==> src/rtl/hs4_pkg.sv <==
// Shared types and defaults for the 4-phase bundled-data bridges.
package hs4_pkg;

  typedef enum logic [1:0] {
    WAIT_LOW = 2'd0,
    IDLE     = 2'd1,
    ACK_HI   = 2'd2
  } state_t;

  localparam int HS4_DATA_W      = 8;
  localparam int HS4_SYNC_STAGES = 2;
  localparam int HS4_DEPTH       = 2;

  function automatic int fill_w(input int depth);
    return $clog2(depth) + 1;
  endfunction

  localparam int HS4_FILL_W = fill_w(HS4_DEPTH);

endpackage

==> src/rtl/hs4_rx_bridge_if.sv <==
// Handshake side (req/data/ack) and stream side (valid/ready/data) of the rx bridge.
interface hs4_rx_bridge_if
  import hs4_pkg::*;
#(
  parameter int DATA_W = HS4_DATA_W
) ();

  logic              in_req;
  logic [DATA_W-1:0] in_data;
  logic              in_ack;
  logic              out_valid;
  logic [DATA_W-1:0] out_data;
  logic              out_ready;

  modport slave (
    input  in_req,
    input  in_data,
    output in_ack,
    output out_valid,
    output out_data,
    input  out_ready
  );

  modport master (
    output in_req,
    output in_data,
    input  in_ack,
    input  out_valid,
    input  out_data,
    output out_ready
  );

endinterface

==> src/rtl/hs4_sync.sv <==
// Multi-flop single-bit synchroniser, async active-high reset to 0.
module hs4_sync #(
  parameter int STAGES = 2
) (
  input  logic clk,
  input  logic rst,
  input  logic d,
  output logic q
);

  logic [STAGES-1:0] sync_r;

  // shift chain; only sync_r[0] may go metastable
  always_ff @(posedge clk or posedge rst) begin
    if (rst) begin
      sync_r <= '0;
    end else begin
      sync_r <= {sync_r[STAGES-2:0], d};
    end
  end

  assign q = sync_r[STAGES-1];

endmodule

==> src/rtl/hs4_rx_bridge.sv <==
// Receives 4-phase bundled-data tokens, acks them, and buffers them onto a valid/ready stream.
module hs4_rx_bridge
  import hs4_pkg::*;
#(
  parameter int DATA_W      = HS4_DATA_W,
  parameter int SYNC_STAGES = HS4_SYNC_STAGES,
  parameter int DEPTH       = HS4_DEPTH
) (
  input  logic                   clk,
  input  logic                   rst,
  hs4_rx_bridge_if.slave         bus,
  output logic [$clog2(DEPTH):0] fill,
  output logic [7:0]             tok_cnt
);

  localparam int                PTR_W  = $clog2(DEPTH);
  localparam int                FILL_W = fill_w(DEPTH);
  localparam logic [FILL_W-1:0] FULL   = FILL_W'(DEPTH);
  localparam logic [2:0]        SETTLE = 3'(SYNC_STAGES);

  state_t             state_r;
  state_t             state_nxt_s;
  logic               req_s;
  logic               push_s;
  logic               pop_s;
  logic               settled_s;
  logic [2:0]         settle_r;
  logic               ack_r;
  logic               valid_r;
  logic [DATA_W-1:0]  head_r;
  logic [DATA_W-1:0]  head_nxt_s;
  logic [DATA_W-1:0]  mem_r [DEPTH];
  logic [PTR_W-1:0]   wr_ptr_r;
  logic [PTR_W-1:0]   rd_ptr_r;
  logic [PTR_W-1:0]   rd_nxt_s;
  logic [FILL_W-1:0]  fill_r;
  logic [FILL_W-1:0]  fill_nxt_s;
  logic [7:0]         tok_r;

  hs4_sync #(.STAGES(SYNC_STAGES)) u_req_sync (
    .clk (clk),
    .rst (rst),
    .d   (bus.in_req),
    .q   (req_s)
  );

  // The synchroniser reads 0 right after reset regardless of in_req, so a
  // low req_s is trusted only once the chain has refilled.
  always_ff @(posedge clk or posedge rst) begin
    if (rst) begin
      settle_r <= 3'd0;
    end else if (!settled_s) begin
      settle_r <= settle_r + 3'd1;
    end else begin
      settle_r <= settle_r;
    end
  end

  assign settled_s = (settle_r == SETTLE);
  assign pop_s     = valid_r && bus.out_ready;

  // handshake FSM: next state and push decision
  always_comb begin
    state_nxt_s = state_r;
    push_s      = 1'b0;
    case (state_r)
      WAIT_LOW: begin
        if (settled_s && !req_s) begin
          state_nxt_s = IDLE;
        end else begin
          state_nxt_s = WAIT_LOW;
        end
      end
      IDLE: begin
        if (req_s && (fill_r != FULL)) begin
          push_s      = 1'b1;
          state_nxt_s = ACK_HI;
        end else begin
          state_nxt_s = IDLE;
        end
      end
      ACK_HI: begin
        if (!req_s) begin
          state_nxt_s = IDLE;
        end else begin
          state_nxt_s = ACK_HI;
        end
      end
      default: begin
        state_nxt_s = WAIT_LOW;
      end
    endcase
  end

  // FIFO bookkeeping; the head register is preloaded with whatever will be at the front next cycle
  always_comb begin
    rd_nxt_s = pop_s ? (rd_ptr_r + PTR_W'(1)) : rd_ptr_r;
    case ({push_s, pop_s})
      2'b10:   fill_nxt_s = fill_r + FILL_W'(1);
      2'b01:   fill_nxt_s = fill_r - FILL_W'(1);
      default: fill_nxt_s = fill_r;
    endcase
    if (push_s && (wr_ptr_r == rd_nxt_s)) begin
      head_nxt_s = bus.in_data;
    end else begin
      head_nxt_s = mem_r[rd_nxt_s];
    end
  end

  // state, ack and token counter
  always_ff @(posedge clk or posedge rst) begin
    if (rst) begin
      state_r <= WAIT_LOW;
      ack_r   <= 1'b0;
      tok_r   <= 8'd0;
    end else begin
      state_r <= state_nxt_s;
      ack_r   <= (state_nxt_s == ACK_HI);
      tok_r   <= push_s ? (tok_r + 8'd1) : tok_r;
    end
  end

  // FIFO storage, pointers and registered stream outputs
  always_ff @(posedge clk or posedge rst) begin
    if (rst) begin
      for (int i = 0; i < DEPTH; i++) begin
        mem_r[i] <= '0;
      end
      wr_ptr_r <= '0;
      rd_ptr_r <= '0;
      fill_r   <= '0;
      valid_r  <= 1'b0;
      head_r   <= '0;
    end else begin
      if (push_s) begin
        mem_r[wr_ptr_r] <= bus.in_data;
        wr_ptr_r        <= wr_ptr_r + PTR_W'(1);
      end
      rd_ptr_r <= rd_nxt_s;
      fill_r   <= fill_nxt_s;
      valid_r  <= (fill_nxt_s != '0);
      if (fill_nxt_s != '0) begin
        head_r <= head_nxt_s;
      end
    end
  end

  assign bus.in_ack    = ack_r;
  assign bus.out_valid = valid_r;
  assign bus.out_data  = head_r;
  assign fill          = fill_r;
  assign tok_cnt       = tok_r;

endmodule
==> src/flat_wrapper.sv <==
// flat-port wrapper written by rule: the top's interface ports become plain ports
module hs4_rx_bridge_flat import hs4_pkg::*;
#(
  parameter int DATA_W      = HS4_DATA_W,
  parameter int SYNC_STAGES = HS4_SYNC_STAGES,
  parameter int DEPTH       = HS4_DEPTH
)
  (clk, rst, fill, tok_cnt, bus_in_req, bus_in_data, bus_in_ack, bus_out_valid, bus_out_data, bus_out_ready);
  hs4_rx_bridge_if #(.DATA_W(DATA_W)) bus_i ();
  input  logic clk;
  input  logic rst;
  output logic [$clog2(DEPTH):0] fill;
  output logic [7:0] tok_cnt;
  input wire logic [$bits(bus_i.in_req)-1:0] bus_in_req;
  input wire logic [$bits(bus_i.in_data)-1:0] bus_in_data;
  output wire logic [$bits(bus_i.in_ack)-1:0] bus_in_ack;
  output wire logic [$bits(bus_i.out_valid)-1:0] bus_out_valid;
  output wire logic [$bits(bus_i.out_data)-1:0] bus_out_data;
  input wire logic [$bits(bus_i.out_ready)-1:0] bus_out_ready;
  assign bus_i.in_req = bus_in_req;
  assign bus_i.in_data = bus_in_data;
  assign bus_in_ack = bus_i.in_ack;
  assign bus_out_valid = bus_i.out_valid;
  assign bus_out_data = bus_i.out_data;
  assign bus_i.out_ready = bus_out_ready;
  hs4_rx_bridge #(.DATA_W(DATA_W), .SYNC_STAGES(SYNC_STAGES), .DEPTH(DEPTH)) u_core (.clk(clk), .rst(rst), .bus(bus_i), .fill(fill), .tok_cnt(tok_cnt));
endmodule
==> config.mk <==
export PLATFORM = sky130hd
export DESIGN_NAME = hs4_rx_bridge_flat
export DESIGN_NICKNAME = d
export VERILOG_FILES = /design/src/rtl/hs4_pkg.sv /design/src/rtl/hs4_rx_bridge_if.sv /design/src/rtl/hs4_sync.sv /design/src/rtl/hs4_rx_bridge.sv /design/src/flat_wrapper.sv
export SDC_FILE = /design/constraint.sdc
export NUM_CORES = 1
export LEC_CHECK = 0
export ABC_AREA = 1
export CORE_MARGIN = 2
export CORE_UTILIZATION = 57
export DETAILED_ROUTE_END_ITERATION = 8
export PLACE_DENSITY = 0.95
export SYNTH_ARGS = -nofsm -noshare
export SYNTH_HDL_FRONTEND = slang
export SYNTH_SLANG_ARGS = --single-unit
==> constraint.sdc <==
create_clock -name clk -period 4.4 [get_ports clk]
set_input_delay 0.88 -clock clk [delete_from_list [all_inputs] [get_ports clk]]
set_output_delay 0.88 -clock clk [all_outputs]
set_load 0.05 [all_outputs]
# Yosys cells after proc, flatten, opt, wreduce, memory -nomap -nowiden
# Cells that the tools add are included.
[classes] n_addsub=6 magnitude_cmp=3 n_eq_ne=8 mux=15 n_bitwise=2 reduce_logical=8
[ops] cell="2-to-1 mux 8 bit" count=5
[ops] cell="bitwise mux 16 bit" count=1
[ops] cell="adder 8 x 1 -> 8 bit, second input constant" count=1
[ops] cell="demux 8 bit (select 1 bit)" count=1
[ops] cell="equality test 2 bit, second input constant" count=3
[ops] cell="case mux 2 bit (3 select lines)" count=1
[ops] cell="logical AND 1 bit" count=5
[ops] cell="equality test 2 x 1 -> 1 bit, second input constant" count=2
[ops] cell="greater-or-equal comparator 2 bit, second input constant" count=2
[ops] cell="2-to-1 mux 1 bit" count=4
[ops] cell="2-to-1 mux 2 bit" count=2
[ops] cell="inverter 1 -> 2 bit" count=2
[ops] cell="case mux 2 bit (2 select lines)" count=1
[ops] cell="adder 3 x 1 -> 3 bit, second input constant" count=1
[ops] cell="equality test 3 x 2 -> 1 bit, second input constant" count=1
[ops] cell="adder 1 bit, second input constant" count=2
[ops] cell="adder 2 x 1 -> 2 bit, second input constant" count=1
[ops] cell="logical NOT 2 bit" count=1
[ops] cell="< comparator 2 x 1 -> 1 bit, second input constant" count=1
[ops] cell="inequality test 2 bit, second input constant" count=1
[ops] cell="nonzero test 2 bit" count=1
[ops] cell="subtractor 2 x 1 -> 2 bit, second input constant" count=1
[ops] cell="equality test 1 bit" count=1
[ops] cell="logical NOT 1 bit" count=1
[word_totals] ff_bits=45 in_bits=12 output_inout_bits=20 word_cells=54

# Longest topological paths before layout
[depth] ltp_word=7 ltp_mapped=12 depth_no_buf=12

# By module
# A second synthesis with hierarchy kept.
[hier_totals] cells_unflattened=247 hier_area_um2=2163.3
[modules_own_cells] mod="hs4_rx_bridge" n_inst=1 cells_per_inst=244 area_per_inst_um2=2109.5 seq_area_each_um2=1076.0
[modules_own_cells] mod="hs4_sync" n_inst=1 cells_per_inst=3 area_per_inst_um2=53.8 seq_area_each_um2=50.0

# Least setup slack after synthesis
# No wires, ideal clock.
[synth_path] path_type="flip-flop to flip-flop" from="register u_core.fill_r[0] (netlist: u_core.fill[0])" to="register u_core.head_r[0] (netlist: u_core.bus.out_data[0])" setup_ns=0.066 t_arrival_ns=1.979 required_ns=4.334 setup_slack_ns=2.355 stages_incl_launch_ff=10 n_path_buf=0 synth_period_minus_slack_ns=2.045 path_cell_list="dfrtp_1 -> inv_2 -> nand2_4 -> nand3_4 -> ha_1 -> xor2_1 -> nand3_2 -> inv_2 -> nand2_1 -> nand2_1"
[synth_via] elab_chain_len=7 elab_cells_between_ends=12 cone_classes="2 x add/sub; 3 x eq/ne; 4 x mux; 3 x reduce/logical"
[synth_rtl] element="from (decl)" line_no="hs4_rx_bridge.sv:36" rtl="logic [FILL_W-1:0] fill_r;"
[synth_rtl] element="from (signal assigned)" line_no="hs4_rx_bridge.sv:140" rtl="fill_r <= fill_nxt_s;"
[synth_rtl] element="inequality test 2 bit" line_no="hs4_rx_bridge.sv:75" rtl="if (req_s && (fill_r != FULL)) begin"
[synth_rtl] element="logical AND 1 bit" line_no="hs4_rx_bridge.sv:75"
[synth_rtl] element="2-to-1 mux 1 bit" line_no="hs4_rx_bridge.sv:75"
[synth_rtl] element="2-to-1 mux 1 bit" line_no="hs4_rx_bridge.sv:66" rtl="case (state_r)"
[synth_rtl] element="equality test 2 x 1 -> 1 bit / equality test 2 bit (equally long branches)" line_no="hs4_rx_bridge.sv:98" rtl="case ({push_s, pop_s})"
[synth_rtl] element="case mux 2 bit (2 select lines)" line_no="hs4_rx_bridge.sv:98"
[synth_rtl] element="nonzero test 2 bit" line_no="hs4_rx_bridge.sv:142" rtl="if (fill_nxt_s != '0) begin"
[synth_rtl] element="to (signal assigned)" line_no="hs4_rx_bridge.sv:143" rtl="head_r <= head_nxt_s;"
[synth_rtl] element="to (decl)" line_no="hs4_rx_bridge.sv:30" rtl="logic [DATA_W-1:0] head_r;"
# Parallel ways exist; a longest one is shown, timed or not.
# A chain may end at the register's enable or synchronous reset.

# Final worst setup path
[layout_path] from="register u_core.fill_r[1] (netlist: u_core.fill[1])" to="output fill[1]"
[layout_rtl] element="to (decl)" line_no="flat_wrapper.sv:12" rtl="output logic [$clog2(DEPTH):0] fill;"
# No word-level cell between the ends.

==> flow_metrics.tcl <==
set metrics [dict create \
    place_congestion 0.836 \
    drc 0 \
    place_area_mm2 0.00246 \
    antenna_found_initial 0 \
    die_area_mm2 0.00420 \
    grt_pass1_vias 1581 \
    io_buffers 31 \
    first_pass_iters 4 \
    yosysWarnings 0 \
    path_cells "clkdlybuf4s50_1" \
    slew_violations 0 \
    die_h_um 64.8 \
    synthTopCellsByArea "dfrtp_1, nand2_1, nand3_1, inv_1, o21ai_1" \
    setup_tns_ps 0 \
    ys_types 22 \
    cts_root_buffer "clkbuf_8" \
    skew_ps 11.1 \
    initial_core_util_pct 58.5 \
    critPathBufInv 1 \
    synth_common_cells "nand2_1, dfrtp_1, inv_1, nand3_1, o21ai_1" \
    place_hpwl_mm 2.84 \
    routed_wl_mm 4.19 \
    finalSetupViolCount 0 \
    clkLatencyLatePin_ps 310 \
    worstPathMaxFanout 4 \
    cts_setup_buffers 0 \
    synthArstFlopShare_pct 100 \
    synth_area_mm2 0.00211 \
    hold_path_class "reg2reg" \
    p_leak_nw 1.30 \
    vias 1680 \
    p_per_area_mw_per_mm2 829 \
    die_x_um 64.8 \
    cts_made_buffers 5 \
    hold_buffers 0 \
    gr-usage-all-layers_pct 22.8 \
    drv_cap 0 \
    clockBufferDepth 2 \
    r2r-start "u_core.state_r[1]$_DFF_PP0_" \
    worstMarginPinSlew_ps 548 \
    cts_tree "done" \
    core_area_mm2 0.00361 \
    critPathRequiredTime_ps 3520 \
    grt_first_pass_wirelength_mm 7.06 \
    routedWlPerCell_um 13.0 \
    fin_crit_ps 2480 \
    dp.cells 315 \
    boundaryPins 32 \
    path_class "reg2out" \
    cp.arrival_ps 1600 \
    status "finished clean" \
    rsz0062_at_grt "false" \
    fp-row-count 22 \
    hold_start "u_core.u_req_sync.sync_r[0]$_DFF_PP0_" \
    first_iter_violations 141 \
    viasPerCell 5.20 \
    nets 290 \
    area_growth_pct 21.5 \
    synth.most_common_cell "nand2_1" \
    cp-end-kind "output pin" \
    diodes 0 \
    final_cells 323 \
    antenna_left 0 \
    cpMaxStageDelayCell "clkdlybuf4s50_1" \
    p_total_mw 2.12 \
    synth_flop_cell "dfrtp_1" \
    yosysTopAreaCell "dfrtp_1" \
    slew_headroom_pct 63.5 \
    synth_edf_count 0 \
    post_cts_resized 0 \
    fmax_mhz 404 \
    syn-num-nets 255 \
    final_layout_size_suffix_gt1_share_pct 9.09 \
    synth_top_cell_area_share_pct 53.4 \
    grt_max_degree 46 \
    syn_area_per_cell_um2 8.82 \
    synthCells 239 \
    seq_area_frac_synth_pct 53.4 \
    overflow 0 \
    critPathLaunch "u_core.fill[1]$_DFF_PP0_" \
    cts_sinks 45 \
    ir_drop_v 0.000399 \
    fin_area_mm2 0.00256 \
    path_delay_family "buffers and inverters" \
    path_clk_slew_ps 80 \
    period_share_pct 56.3 \
    worstSetupStartpointType "flop" \
    htree_num_levels 2 \
    hold_violations 0 \
    ys_ff_latch 45 \
    slowest_delay_ps 840 \
]
-- area by class of cell --
cell class,count,area [um2]
inverter,34,128
clock buffer,7,96.3
timing repair buffer,32,318
multi-input combinational,156,828
fill,267,1040
sequential,45,1130
tap,48,60.1
clock inverter,1,5.00
-- cells in the final DEF (no fill, tap or decap), types with 2 or more instances in the layout --
cell             count
nand2_1             69
dfrtp_1             45
inv_1               32
clkdlybuf4s50_1     31
nand3_1             27
o21ai_1             16
o21ai_0              9
clkbuf_8             7
xor2_1               6
nor2_1               5
nand2_2              4
ha_1                 4
xnor2_1              3
nor2_2               3
inv_2                2
nand2_4              2
nand3_4              2
nand4_1              2
-- logic make-up after synthesis --
group,Yosys count,synth area share (%)
AO/OA/AOI/OAI,26,6.29
buffers and inverters,38,7.30
XOR/XNOR,9,3.74
flip-flops,45,53.4
AND/OR/NAND/NOR,117,26.9
adder cells (fa/ha/maj),4,2.37
-- routing by layer --
metal / wire, um / GRT usage (%)
met5: 0 / 0
met3: 203 / 5.90
met4: 152 / 14.1
met1: 1710 / 26.0
met2: 2120 / 38.1
-- report_power, final --
part | switching [mW] | internal [mW]
sequential | 0.131 | 0.593
clock | 0.139 | 0.142
combinational | 0.757 | 0.361
-- sequential cells by signal, summed over array words and instances (netlist names) --
| register | flops |
|---|---|
| u_core.bus.in_ack | 1 |
| u_core.bus.out_data | 8 |
| u_core.bus.out_valid | 1 |
| u_core.fill | 2 |
| u_core.mem_r | 16 |
| u_core.rd_ptr_r | 1 |
| u_core.settle_r | 3 |
| u_core.state_r | 2 |
| u_core.tok_cnt | 8 |
| u_core.u_req_sync.sync_r | 2 |
| u_core.wr_ptr_r | 1 |
-- worst register-to-register path: stages (launching register included) --
cell and delay (ps):
dfrtp_1 430, nor2_2 190, nand3_4 170, ha_1 350
xor2_1 230, nand3_2 230, inv_2 180, nand2_1 70
nand2_1 70
-- through the flow --
stage / utilization (%) / hold slack [ps] / worst slack (ps)
floorplan: - / 331 / 2360
global placement: 68.2 / 333 / 1850
detailed placement: 68.2 / 338 / 1760
CTS: 71.0 / 357 / 1930
global route: 71.0 / 365 / 1890
finish: 71.0 / 353 / 1920
-- final timing paths --
| kind | endpoint | slack (ps) | depth (start not counted) |
|---|---|---|---|
| min in group asynchronous | u_core.fill[1]$_DFF_PP0_ | 1000 | 3 |
| max in group asynchronous | u_core.mem_r[13]$_DFFE_PP0P_ | 3010 | 3 |
| min | u_core.u_req_sync.sync_r[1]$_DFF_PP0_ | 350 | 0 |
| min reg2reg | u_core.u_req_sync.sync_r[1]$_DFF_PP0_ | 350 | 0 |
| max reg2reg | u_core.bus.out_data[2]$_DFFE_PP0P_ | 2420 | 8 |
| max | fill[1] | 1920 | 1 |
No activity file was read; power rests on OpenSTA's default activity.
